<file path="src/rtl/sync_fifo_flags_if.sv">
`default_nettype none
// ---------------------------------------------------------------------------
// sync_fifo_flags_if : write/read handshake and status bundle for sync_fifo_flags
// Rev 1.0 - initial release
// ---------------------------------------------------------------------------
interface sync_fifo_flags_if #(
  parameter int DATA_W = 4,
  parameter int DEPTH  = 8
);
  localparam int CNT_W = $clog2(DEPTH) + 1;

  logic              wr_en;
  logic              rd_en;
  logic              clr_err;
  logic [DATA_W-1:0] data_in;
  logic [DATA_W-1:0] data_out;
  logic              full;
  logic              empty;
  logic              almost_full;
  logic              almost_empty;
  logic [CNT_W-1:0]  count;
  logic              overflow;
  logic              underflow;

  modport master (
    output wr_en, rd_en, clr_err, data_in,
    input  data_out, full, empty, almost_full, almost_empty, count,
           overflow, underflow
  );

  modport slave (
    input  wr_en, rd_en, clr_err, data_in,
    output data_out, full, empty, almost_full, almost_empty, count,
           overflow, underflow
  );
endinterface
`default_nettype wire

</file>
<file path="src/rtl/sync_fifo_flags.sv">
`default_nettype none
// ---------------------------------------------------------------------------
// sync_fifo_flags : single-clock FIFO with thresholds, sticky errors, FWFT option
// Rev 1.0 - initial release
// ---------------------------------------------------------------------------
module sync_fifo_flags #(
  parameter int DATA_W   = 4,
  parameter int DEPTH    = 8,
  parameter int AF_LEVEL = 6,
  parameter int AE_LEVEL = 2,
  parameter bit FWFT     = 1'b0
) (
  input  wire logic          clk,
  input  wire logic          rst,
  sync_fifo_flags_if.slave   bus
);
  localparam int PTR_W = $clog2(DEPTH);
  localparam int CNT_W = PTR_W + 1;

  logic [DATA_W-1:0] mem_q [DEPTH];

  logic [PTR_W-1:0] wr_ptr_q, wr_ptr_d;
  logic [PTR_W-1:0] rd_ptr_q, rd_ptr_d;
  logic [CNT_W-1:0] count_q, count_d;
  logic             full_q, full_d;
  logic             empty_q, empty_d;
  logic             afull_q, afull_d;
  logic             aempty_q, aempty_d;
  logic             ovf_q, ovf_d;
  logic             unf_q, unf_d;
  logic             wr_acc, rd_acc;

  // Gating uses the registered flags, so a full FIFO rejects a write even
  // when a read frees a slot on the same edge (and symmetrically for empty).
  always_comb begin
    wr_acc   = bus.wr_en & ~full_q;
    rd_acc   = bus.rd_en & ~empty_q;
    wr_ptr_d = wr_acc ? wr_ptr_q + PTR_W'(1) : wr_ptr_q;
    rd_ptr_d = rd_acc ? rd_ptr_q + PTR_W'(1) : rd_ptr_q;
    count_d  = count_q;
    if (wr_acc && !rd_acc) begin
      count_d = count_q + CNT_W'(1);
    end else if (rd_acc && !wr_acc) begin
      count_d = count_q - CNT_W'(1);
    end
    full_d   = (count_d == CNT_W'(DEPTH));
    empty_d  = (count_d == '0);
    afull_d  = (count_d >= CNT_W'(AF_LEVEL));
    aempty_d = (count_d <= CNT_W'(AE_LEVEL));
    // Set wins over a simultaneous clear.
    ovf_d    = (bus.wr_en & full_q)  | (ovf_q & ~bus.clr_err);
    unf_d    = (bus.rd_en & empty_q) | (unf_q & ~bus.clr_err);
  end

  always_ff @(posedge clk or posedge rst) begin
    if (rst) begin
      wr_ptr_q <= '0;
      rd_ptr_q <= '0;
      count_q  <= '0;
      full_q   <= 1'b0;
      empty_q  <= 1'b1;
      afull_q  <= 1'b0;
      aempty_q <= 1'b1;
      ovf_q    <= 1'b0;
      unf_q    <= 1'b0;
    end else begin
      wr_ptr_q <= wr_ptr_d;
      rd_ptr_q <= rd_ptr_d;
      count_q  <= count_d;
      full_q   <= full_d;
      empty_q  <= empty_d;
      afull_q  <= afull_d;
      aempty_q <= aempty_d;
      ovf_q    <= ovf_d;
      unf_q    <= unf_d;
    end
  end

  // Storage is deliberately left out of reset.
  always_ff @(posedge clk) begin
    if (wr_acc) begin
      mem_q[wr_ptr_q] <= bus.data_in;
    end
  end

  generate
    if (FWFT) begin : g_fwft
      always_comb begin
        bus.data_out = empty_q ? '0 : mem_q[rd_ptr_q];
      end
    end else begin : g_reg_read
      logic [DATA_W-1:0] dout_q, dout_d;

      always_comb begin
        dout_d = rd_acc ? mem_q[rd_ptr_q] : dout_q;
      end

      always_ff @(posedge clk or posedge rst) begin
        if (rst) begin
          dout_q <= '0;
        end else begin
          dout_q <= dout_d;
        end
      end

      always_comb begin
        bus.data_out = dout_q;
      end
    end
  endgenerate

  always_comb begin
    bus.full         = full_q;
    bus.empty        = empty_q;
    bus.almost_full  = afull_q;
    bus.almost_empty = aempty_q;
    bus.count        = count_q;
    bus.overflow     = ovf_q;
    bus.underflow    = unf_q;
  end
endmodule
`default_nettype wire

</file>
<file path="src/flat_wrapper.sv">
// flat-port wrapper written by rule: the top's interface ports become plain ports
module sync_fifo_flags_flat 
#(
  parameter int DATA_W   = 4,
  parameter int DEPTH    = 8,
  parameter int AF_LEVEL = 6,
  parameter int AE_LEVEL = 2,
  parameter bit FWFT     = 1'b0
)
  (clk, rst, bus_wr_en, bus_rd_en, bus_clr_err, bus_data_in, bus_data_out, bus_full, bus_empty, bus_almost_full, bus_almost_empty, bus_count, bus_overflow, bus_underflow);
  sync_fifo_flags_if #(.DATA_W(DATA_W), .DEPTH(DEPTH)) bus_i ();
  input  wire logic clk;
  input  wire logic rst;
  input wire logic [$bits(bus_i.wr_en)-1:0] bus_wr_en;
  input wire logic [$bits(bus_i.rd_en)-1:0] bus_rd_en;
  input wire logic [$bits(bus_i.clr_err)-1:0] bus_clr_err;
  input wire logic [$bits(bus_i.data_in)-1:0] bus_data_in;
  output wire logic [$bits(bus_i.data_out)-1:0] bus_data_out;
  output wire logic [$bits(bus_i.full)-1:0] bus_full;
  output wire logic [$bits(bus_i.empty)-1:0] bus_empty;
  output wire logic [$bits(bus_i.almost_full)-1:0] bus_almost_full;
  output wire logic [$bits(bus_i.almost_empty)-1:0] bus_almost_empty;
  output wire logic [$bits(bus_i.count)-1:0] bus_count;
  output wire logic [$bits(bus_i.overflow)-1:0] bus_overflow;
  output wire logic [$bits(bus_i.underflow)-1:0] bus_underflow;
  assign bus_i.wr_en = bus_wr_en;
  assign bus_i.rd_en = bus_rd_en;
  assign bus_i.clr_err = bus_clr_err;
  assign bus_i.data_in = bus_data_in;
  assign bus_data_out = bus_i.data_out;
  assign bus_full = bus_i.full;
  assign bus_empty = bus_i.empty;
  assign bus_almost_full = bus_i.almost_full;
  assign bus_almost_empty = bus_i.almost_empty;
  assign bus_count = bus_i.count;
  assign bus_overflow = bus_i.overflow;
  assign bus_underflow = bus_i.underflow;
  sync_fifo_flags #(.DATA_W(DATA_W), .DEPTH(DEPTH), .AF_LEVEL(AF_LEVEL), .AE_LEVEL(AE_LEVEL), .FWFT(FWFT)) u_core (.clk(clk), .rst(rst), .bus(bus_i));
endmodule
</file>
<file path="config.mk">
export PLATFORM = sky130hd
export DESIGN_NAME = sync_fifo_flags_flat
export DESIGN_NICKNAME = d
export VERILOG_FILES = /design/src/rtl/sync_fifo_flags_if.sv /design/src/rtl/sync_fifo_flags.sv /design/src/flat_wrapper.sv
export SDC_FILE = /design/constraint.sdc
export NUM_CORES = 1
export LEC_CHECK = 0
export CAP_MARGIN = 5
export CORE_MARGIN = 3
export CORE_UTILIZATION = 46
export DETAILED_ROUTE_END_ITERATION = 8
export PLACE_DENSITY = 0.81
export SLEW_MARGIN = 20
export SYNTH_ARGS = -nofsm -noshare
export SYNTH_HDL_FRONTEND = slang
export SYNTH_SLANG_ARGS = --single-unit
</file>
<file path="constraint.sdc">
create_clock -name clk -period 1.5 [get_ports clk]
set_input_delay 0.3 -clock clk [delete_from_list [all_inputs] [get_ports clk]]
set_output_delay 0.3 -clock clk [all_outputs]
set_load 0.01 [all_outputs]
</file>
==> impl_results.rst <==
.. list-table::
   :header-rows: 1

   * - Metric
     - Value
   * - Run status
     - finished, violations left
   * - Violations in the final reports
     - negative setup slack
   * - Synthesized instance count
     - 149
   * - Req. time, crit path
     - 1.70 ns
   * - Area of all placed cells without fillers
     - 0.00311 mm^2
   * - Final hold slack
     - 0.317 ns
   * - Element type at the critical path start
     - register
   * - Launch instance of the worst register-to-register path
     - u_core.bus.empty
   * - Number of top-level pins
     - 23
   * - Antenna violations before repair
     - 0
   * - Master cell of the clock root buffer
     - clkbuf_8
   * - Portion of the post-synthesis area used by sequential elements
     - 65.7%
   * - Total of endpoints with negative setup slack in the final report
     - 21
   * - Area grow syn2layout
     - 39.3%
   * - Launching instance or port of the critical path
     - u_core.bus.empty
   * - Per-cell routed wire length
     - 18.5 um
   * - Row count
     - 24
   * - Max Cap Violations
     - 0
   * - Maximum clock frequency
     - 0.577 GHz
   * - Period minus WS final
     - 1.73 ns
   * - Number of port buffers
     - 22
   * - Type of the worst min-delay path
     - input pin to asynchronous set/reset pin
   * - Share of flip-flops with an asynchronous set or reset
     - 38.5%
   * - Worst setup slack after placement
     - -0.579 ns
   * - Per-cell via count in the routed design
     - 5.67
   * - Number of sinks driven by the clock tree
     - 52
   * - R2R Path End
     - u_core.bus.full
   * - Cell area after synthesis
     - 0.00223 mm^2
   * - Overflow after GRT
     - 0
   * - Number of enable-type register cells in the synthesized netlist
     - 32
   * - Count of warnings emitted by yosys
     - 0
   * - Setup repair after global routing missed its margin
     - true
   * - Nets in the synthesized netlist
     - 162
   * - Starting Density
     - 49.5%
   * - Most used flip-flop cell after synthesis
     - edfxtp_1
   * - Max rail drop VDD
     - 1.23 mV
   * - Count of cell types in the netlist
     - 35
   * - Register-to-register setup slack
     - -0.23 ns
   * - Data arrival time of the critical path
     - 1.94 ns
   * - Final wirelength
     - 4980 um
   * - CP Class
     - register to register
   * - Power density relative to cell area
     - 1910 mW/mm^2
   * - Final worst-path cycle share
     - 115%
   * - Wire length of the first global-routing pass
     - 7650 um
   * - Width of the die
     - 75.6 um
   * - Standard cell area after detailed placement
     - 0.00277 mm^2
   * - Fin Clk Skew
     - 0.00528 ns
   * - Relative slew slack
     - 71.9%
   * - Measured slew at the worst slew-check pin
     - 0.420 ns
   * - Count of final max-slew check failures
     - 0
   * - Insertion delay of the later-clocked pin in the worst-skew pair
     - 0.30 ns
   * - Total core area
     - 0.00450 mm^2
   * - Synthesized area divided by synthesized cell count
     - 15.0 um^2
   * - Top fanout value on the critical path
     - 6
   * - Number of filler instances in the final layout
     - 297
   * - Iteration-0 DRC count of the detailed router
     - 131
   * - HPWL after detailed placement
     - 3180 um
   * - # diodes
     - 0
   * - Total routing usage reported by global routing
     - 18.6%
   * - Count of vias placed by the detailed router
     - 1,525
   * - Total clock buffers created by CTS
     - 5
   * - DRC Markers
     - 0
   * - Synth Register Bits
     - 52
   * - Last element of the critical path
     - u_core.bus.full
   * - Share of final-layout standard cells stronger than drive strength 1
     - 44.7%
   * - Vias in the first global route
     - 1,594
   * - Cell depth of the worst flop-to-flop path
     - 5
   * - CP endpoint kind
     - register
   * - Number of levels in the clock H-tree
     - 2
   * - Total iterations of the first detailed-routing run
     - 5
   * - Die Span Y
     - 75.6 um
   * - Clock tree from TritonCTS
     - built
   * - CTS max path bufs
     - 2
   * - Pin count of the biggest net entering global routing
     - 21
   * - Layout Utilization
     - 69.0%
   * - Residual antenna-violating net count after detailed routing
     - 0
   * - Leakage power summed over all cells
     - 1.24 nW
   * - Floorplan die area
     - 0.00572 mm^2
   * - Layout Nets
     - 229
   * - Clock transition at the registers of the reported paths
     - 0.09 ns
   * - Final hold violation count
     - 0
   * - Final GP Congestion
     - 0.821
   * - Post-layout worst setup margin
     - -0.232 ns
## flip-flops by register name, indices dropped and copies added (netlist names)
name,count
u_core.bus.almost_empty,1
u_core.bus.overflow,1
u_core.bus.full,1
u_core.bus.almost_full,1
u_core.bus.underflow,1
u_core.mem_q,32
u_core.rd_ptr_q,3
u_core.bus.count,4
u_core.bus.data_out,4
u_core.wr_ptr_q,3
u_core.bus.empty,1
## layer usage
| layer | vias up | part of all wire (%) | track usage, % |
|---|---|---|---|
| li1 | 691 | - | - |
| met1 | 767 | 38 | 21.4 |
| met2 | 51 | 54 | 31.9 |
| met3 | 16 | 4.4 | 5.28 |
| met4 | 0 | 3.0 | 8.74 |
| met5 | - | 0 | 0 |
## cells by family after synthesis
kind of cell	synth area share, %
buffers and inverters	2.92
xor gates and xnor gates	2.36
muxes	9.88
and+or+nand+nor	11.4
AOI/OAI and AO/OA	5.50
DFF	65.7
adders and majority gates	2.24
## cell usage after synthesis (2+ instances only)
cell type	count	share of area, %
mux4_2	8	8.1
dfstp_2	2	2.4
dfrtp_1	18	20
a21oi_1	2	0.45
nand2b_1	3	0.84
o21ai_0	9	2.0
edfxtp_1	32	43
nor3_1	7	1.6
nor2_1	6	1.0
inv_1	5	0.84
nor4_1	2	0.56
nand2_1	17	2.9
xnor2_1	6	2.4
clkbuf_1	3	0.51
mux2i_1	4	1.8
nor2b_4	2	1.2
ha_1	4	2.2
buf_6	2	1.0
## final cells by class
type	count	area, um^2	area share (%)
clock buffers	5	68.8	2.22
repair buffers	67	598	19.3
flip-flops and latches	52	1470	47.2
multi-input cells	85	876	28.2
clock inverters	3	13.8	0.443
inverters	5	18.8	0.604
well taps	52	65.1	2.09
## worst min-delay path by stage
| stage | to | slack (ns) | cells past startpoint |
|---|---|---|---|
| after floorplan | u_core.bus.almost_full | 0.26 | 1 |
| after global placement | u_core.bus.data_out[3] | 0.46 | 2 |
| after detailed placement | u_core.bus.data_out[0] | 0.49 | 2 |
| after CTS | u_core.bus.full | 0.31 | 3 |
| after global routing | u_core.bus.underflow | 0.34 | 3 |
| final | u_core.bus.full | 0.32 | 3 |
## metrics by stage
stage | total power, mW | TNS, ns | std cells
floorplan | 3.48 | -0.546 | 149
global placement | 4.49 | -12.44 | 251
detailed placement | 4.63 | -14.64 | 251
CTS | 5.57 | -0.467 | 263
global route | 6.28 | -3.80 | 269
finish | 5.93 | -2.50 | 269
## where the power goes
group          internal (mW)  total (mW)  switching [mW]
combinational           1.59        2.91            1.32
sequential              1.93        2.27           0.344
clock                  0.317       0.748           0.430
total                   3.84        5.93            2.09
## placed cells by master, fill, tap and decap left out, drive strengths merged, types with 3 or more instances in the layout
master and count:
buf 46, clkdlybuf4s50 6, inv 5, clkinv 3, mux4 8, mux2i 4, xnor2 6, nand2b 4
nand2 17, nor3 7, nor2 6, edfxtp 32, dlygate4sd2 12, dfrtp 18, o21ai 9, clkbuf 5
ha 4
## critical path, stage by stage, from the launching register on
cell,delay [ns]
dfstp_2,0.57
nor2b_4,0.07
and3_4,0.17
or3_4,0.39
buf_4,0.16
a2111oi_4,0.27
## what timing repair did
action	CTS	global route
hold buffers	0	0
setup endpoints to repair	35	31
gates resized for setup	42	21
setup buffers	4	6
pin swaps	7	5
(Power assumes the default switching activity.)
